### src/rtl/rns_mult_sched_pkg.sv
// rtl/rns_mult_sched_pkg.sv - shared types and constants for the RNS multiply scheduler
package rns_mult_sched_pkg;

    localparam int N_SLOTS       = 8;
    localparam int Q_BASIS_LEN   = 2;
    localparam int B_BASIS_LEN   = 3;
    localparam int BA_BASIS_LEN  = 4;
    localparam int MAX_BASIS_LEN = 4;

    localparam int SLOT_W = $clog2(N_SLOTS);
    localparam int LIMB_W = $clog2(MAX_BASIS_LEN);

    typedef enum logic [1:0] {
        BASIS_Q       = 2'd0,
        BASIS_B       = 2'd1,
        BASIS_BA      = 2'd2,
        BASIS_ILLEGAL = 2'd3
    } basis_e;

    typedef enum logic [1:0] {
        S_IDLE  = 2'd0,
        S_ISSUE = 2'd1,
        S_DRAIN = 2'd2,
        S_DONE  = 2'd3
    } state_e;

    function automatic logic [LIMB_W:0] basis_len(input logic [1:0] sel);
        case (sel)
            BASIS_B:  basis_len = (LIMB_W+1)'(B_BASIS_LEN);
            BASIS_BA: basis_len = (LIMB_W+1)'(BA_BASIS_LEN);
            default:  basis_len = (LIMB_W+1)'(Q_BASIS_LEN);
        endcase
    endfunction

endpackage

### src/rtl/rns_mult_sched_delay.sv
// rtl/rns_mult_sched_delay.sv - rns_valid_delay: holdable valid/payload delay line
module rns_valid_delay #(
    parameter int DEPTH = 3,
    parameter int W     = 8
) (
    input  logic         clk,
    input  logic         rst_n,
    input  logic         hold,
    input  logic         in_valid,
    input  logic [W-1:0] in_data,
    output logic         out_valid,
    output logic [W-1:0] out_data,
    output logic         pending
);

    logic [DEPTH-1:0] vld_q;
    logic [W-1:0]     dat_q [DEPTH];

    always_ff @(posedge clk or negedge rst_n) begin
        if (!rst_n) begin
            vld_q <= '0;
            for (int i = 0; i < DEPTH; i++) dat_q[i] <= '0;
        end else if (!hold) begin
            vld_q[0] <= in_valid;
            dat_q[0] <= in_data;
            for (int i = 1; i < DEPTH; i++) begin
                vld_q[i] <= vld_q[i-1];
                dat_q[i] <= dat_q[i-1];
            end
        end
    end

    assign out_valid = vld_q[DEPTH-1];
    assign out_data  = dat_q[DEPTH-1];

    // Beats still upstream of the output stage; used to spot the final write-back.
    always_comb begin
        pending = 1'b0;
        for (int i = 0; i < DEPTH - 1; i++) pending = pending | vld_q[i];
    end

endmodule

### src/rtl/rns_mult_sched.sv
// rtl/rns_mult_sched.sv - limb-major RNS element-wise multiply scheduler; RNS_MULT_SCHED_PERF_EN adds perf_cycles
module rns_mult_sched
    import rns_mult_sched_pkg::*;
#(
    parameter int LANES   = 4,
    parameter int MUL_LAT = 2
) (
    input  logic              clk,
    input  logic              rst_n,
    input  logic              start,
    input  logic [1:0]        basis_sel,
    output logic              start_ready,
    output logic              busy,
    output logic              done,
    output logic              err,
    input  logic              stall,
    output logic              rd_en,
    output logic [SLOT_W-1:0] rd_slot,
    output logic [LIMB_W-1:0] rd_limb,
    output logic [1:0]        mod_sel,
    output logic              wr_en,
    output logic [SLOT_W-1:0] wr_slot,
    output logic [LIMB_W-1:0] wr_limb
`ifdef RNS_MULT_SCHED_PERF_EN
    ,
    output logic [31:0]       perf_cycles
`endif
);

    state_e state_q, state_d;

    logic [SLOT_W-1:0] slot_q;
    logic [LIMB_W-1:0] limb_q;
    logic [1:0]        mod_sel_q;
    logic              err_q;
    logic [LIMB_W:0]   len;
    logic              slot_last, limb_last, last_beat, start_acc;
    logic              dly_valid, dly_pending;
    logic [SLOT_W+LIMB_W-1:0] dly_data;

    assign len       = basis_len(mod_sel_q);
    assign slot_last = (slot_q == SLOT_W'(N_SLOTS - LANES));
    assign limb_last = ({1'b0, limb_q} == len - (LIMB_W+1)'(1));
    assign last_beat = slot_last && limb_last;
    assign start_acc = (state_q == S_IDLE) && start && (basis_sel != BASIS_ILLEGAL);

    always_ff @(posedge clk or negedge rst_n) begin
        if (!rst_n) state_q <= S_IDLE;
        else        state_q <= state_d;
    end

    always_comb begin
        state_d = state_q;
        case (state_q)
            S_IDLE:  if (start_acc) state_d = S_ISSUE;
            S_ISSUE: if (rd_en && last_beat) state_d = S_DRAIN;
            S_DRAIN: if (wr_en && !dly_pending) state_d = S_DONE;
            S_DONE:  state_d = S_IDLE;
            default: state_d = S_IDLE;
        endcase
    end

    always_comb begin
        start_ready = (state_q == S_IDLE);
        busy        = (state_q == S_ISSUE) || (state_q == S_DRAIN);
        done        = (state_q == S_DONE);
        rd_en       = (state_q == S_ISSUE) && !stall;
        wr_en       = dly_valid && !stall;
    end

    always_ff @(posedge clk or negedge rst_n) begin
        if (!rst_n) begin
            slot_q    <= '0;
            limb_q    <= '0;
            mod_sel_q <= 2'd0;
            err_q     <= 1'b0;
        end else begin
            err_q <= (state_q == S_IDLE) && start && (basis_sel == BASIS_ILLEGAL);
            if (start_acc) begin
                mod_sel_q <= basis_sel;
                slot_q    <= '0;
                limb_q    <= '0;
            end else if (rd_en) begin
                if (slot_last) begin
                    slot_q <= '0;
                    limb_q <= limb_last ? '0 : limb_q + LIMB_W'(1);
                end else begin
                    slot_q <= slot_q + SLOT_W'(LANES);
                end
            end
        end
    end

    // MUL_LAT multiplier stages plus the operand fetch stage.
    rns_valid_delay #(
        .DEPTH (MUL_LAT + 1),
        .W     (SLOT_W + LIMB_W)
    ) u_delay (
        .clk       (clk),
        .rst_n     (rst_n),
        .hold      (stall),
        .in_valid  (rd_en),
        .in_data   ({slot_q, limb_q}),
        .out_valid (dly_valid),
        .out_data  (dly_data),
        .pending   (dly_pending)
    );

    assign rd_slot = slot_q;
    assign rd_limb = limb_q;
    assign wr_slot = dly_data[SLOT_W+LIMB_W-1:LIMB_W];
    assign wr_limb = dly_data[LIMB_W-1:0];
    assign mod_sel = mod_sel_q;
    assign err     = err_q;

`ifdef RNS_MULT_SCHED_PERF_EN
    always_ff @(posedge clk or negedge rst_n) begin
        if (!rst_n)                          perf_cycles <= '0;
        else if (start_acc)                  perf_cycles <= '0;
        else if (busy && perf_cycles != '1)  perf_cycles <= perf_cycles + 32'd1;
    end
`endif

endmodule

### config.mk
export PLATFORM = sky130hd
export DESIGN_NAME = rns_mult_sched
export DESIGN_NICKNAME = d
export VERILOG_FILES = /design/src/rtl/rns_mult_sched_pkg.sv /design/src/rtl/rns_mult_sched_delay.sv /design/src/rtl/rns_mult_sched.sv
export SDC_FILE = /design/constraint.sdc
export NUM_CORES = 1
export LEC_CHECK = 0
export ABC_AREA = 0
export CAP_MARGIN = 0
export CORE_AREA = 2 2 48 50
export DETAILED_ROUTE_END_ITERATION = 10
export DIE_AREA = 0 0 50 52
export DONT_BUFFER_PORTS = 1
export SKIP_CTS_REPAIR_TIMING = 1
export SKIP_LAST_GASP = 1
export SYNTH_ARGS = -nofsm -noshare
export SYNTH_HDL_FRONTEND = slang
export SYNTH_SLANG_ARGS = --single-unit
### constraint.sdc
create_clock -name clk -period 2.9 [get_ports clk]
set_input_delay 0.87 -clock clk [delete_from_list [all_inputs] [get_ports clk]]
set_output_delay 0.87 -clock clk [all_outputs]
set_load 0.05 [all_outputs]
==> metrics.cfg <==
[run_status]
outcome=completed

[drt]
drt_iter0_markers=16
remaining_drc_errors=0
wirelength_um=1469
vias_per_cell=4.975
dr.pass1.iters=4
dr_total_vias=597
ant_nets=0
routedWlPerCell_um=12.24

[synth]
synth-simple-area-share=0.1063
yosys.cell_count.top_type=dfrtp_1
synth_fa_ha_area_frac=0.08750
yosysSeqAreaShare=0.5000
yosysWarnings=0
netlist_area_sq_mm=0.001001
synthFlopType=dfrtp_1
synth.area.mux_share=0.1338
synth_top_family_by_area=multiplexers
synth.ff_latch_count=20
synth_edf_count=0
yosysTopAreaCell=dfrtp_1
synth_compound_area_frac=0.07250
synth.distinct_cells=26
synth_cells=89
synth_xor_area_frac=0.01750
synthTopCellsByArea=dfrtp_1, mux2_2, ha_1, buf_4, nor2_1
syn_area_per_cell_sq_um=11.25
ys_top_cells_by_count=dfrtp_1, nor2_1, mux2_2, buf_4, ha_1
yosysTopAreaCellShare=0.5000
async_flop_share=1.000

[global_route]
track_usage=0.1368
antenna_found_initial=0
overflow=0
grt_pass1_vias=592
grt_max_degree=21
grt_pass1_wl_um=2566

[critical_path]
path_class=flop to output pin
endpoint_kind=output pin
start_kind=flop
cp_max_fo=4
cp.arrival_ns=1.41
critPathRequiredTime_ns=2.03

[sta]
fin_setup_tns_ns=0
period_share=0.7874
tightest_slew_ns=0.6234
fmax_ghz=0.4379
fin_worst_skew_ns=0.003322
setup_viol_count_final=0
min_period_ns=2.284
hold_violations=0
hold_slack_ns=0.2361
rsz0062_at_grt=false
max-slew-margin-rel=0.5844
worst_slack_ns=0.6165
drv_slew=0

[cells_and_area]
multiInputGateArea_sq_um=432.9
regArea_sq_um=500.5
area_growth_syn_to_layout_pct=5.625
n_fill_cell=191
final_nets=106
antenna_cells=0
drive_gt1_frac=0.2065

[clock_network]
cts_buffer_depth=2
clk_latency_ns=0.31
clkSinkCount=20
tritoncts=yes
numCtsBuffers=3
htree_levels=1
clkTransAtPathRegs_ns=0.11
cts_root_buffer=clkbuf_4

[die]
die_h_um=52
die_x_um=50
design.core.area_sq_mm=0.002106
ioPinCount=24
fp.dieArea_sq_mm=0.002600
initial_core_util=0.4753
num_rows=17

[place]
place_congestion=0.7860
pre_cts_ws_ns=0.7053
io_buffers=0
hpwl_um=1094

[flow_run]
maxCapViolCount=0

[min_path]
hold_class=input pin to asynchronous set/reset pin

[path summary, 6_finish.rpt]
path                              startpoint                 to  slack [ns]  depth (start not counted)
max                               state_q[1]              rd_en        0.62                          4
min                                    rst_n   u_delay.dat_q[6]        0.24                          0
max reg2reg                       state_q[1]         state_q[1]        0.67                          5
min reg2reg                u_delay.dat_q[14]  u_delay.dat_q[14]        0.49                          1
max in group asynchronous              rst_n         state_q[0]        2.59                          0
min in group clk           u_delay.dat_q[14]  u_delay.dat_q[14]        0.49                          1
[cell usage in the layout, fill, tap and decap left out]
cell type  count
dfrtp_1       20
nor2_1        11
mux2_2        10
ha_1           7
inv_1          6
conb_1         4
buf_4          4
nand2_1        3
nor2b_1        3
a21oi_1        3
clkbuf_4       3
a21o_1         2
o21ai_0        2
nor2b_2        1
nand3b_1       1
xor2_1         1
a311oi_1       1
xnor2_1        1
nand3_1        1
nor3b_1        1
o211ai_1       1
a222oi_1       1
mux2i_1        1
mux2_1         1
a31oi_1        1
or3_1          1
clkbuf_8       1
[kinds of logic (layout without fill, tap and decap cells)]
| group | Yosys count | after routing |
|---|---|---|
| compound gates | 11 | 11 |
| simple gates | 22 | 22 |
| xor+xnor | 2 | 2 |
| mux | 12 | 12 |
| other cells | 1 | 4 |
| fa+ha+maj | 7 | 7 |
| flops | 20 | 20 |
| buf+inv | 14 | 14 |
[layout make-up]
| class | count | share of cell area |
|---|---|---|
| inverter | 6 | 0.02130 |
| clock buffer | 4 | 0.03432 |
| tap | 28 | 0.03314 |
| multi-input combinational | 58 | 0.4095 |
| timing repair buffer | 4 | 0.02840 |
| sequential | 20 | 0.4734 |
[worst max-delay path, stage by stage, from the launching register on]
cell and delay [ns]:
dfrtp_1 0.44, inv_1 0.11, ha_1 0.20, nor2b_1 0.14
buf_4 0.22
[state kept, by name (all words and copies together) (netlist names)]
signal            count
state_q               2
mod_sel               2
u_delay.dat_q         6
u_delay.out_data      3
rd_slot               1
rd_limb               2
u_delay.vld_q         3
err                   1
[metal layers]
| layer | wire length [um] | track usage | share of wire | vias up |
|---|---|---|---|---|
| met4 | 36 | 0.09722 | 0.025 | 0 |
| li1 | - | - | - | 292 |
| met3 | 59 | 0.03736 | 0.040 | 4 |
| met2 | 679 | 0.2237 | 0.46 | 16 |
| met1 | 694 | 0.1540 | 0.47 | 285 |
| met5 | 0 | 0 | 0 | - |
[metrics by stage]
step             util  instances  area [sq um]
2_1_floorplan       -         92          1012
3_3_place_gp   0.4848        116          1021
6_report       0.5021        120          1057
5_1_grt        0.5021        120          1057
4_1_cts        0.5021        120          1057
3_5_place_dp   0.4848        116          1021
Power is not shown: default switching activity piles up to over one toggle a cycle in this logic, so the estimate is an artifact.
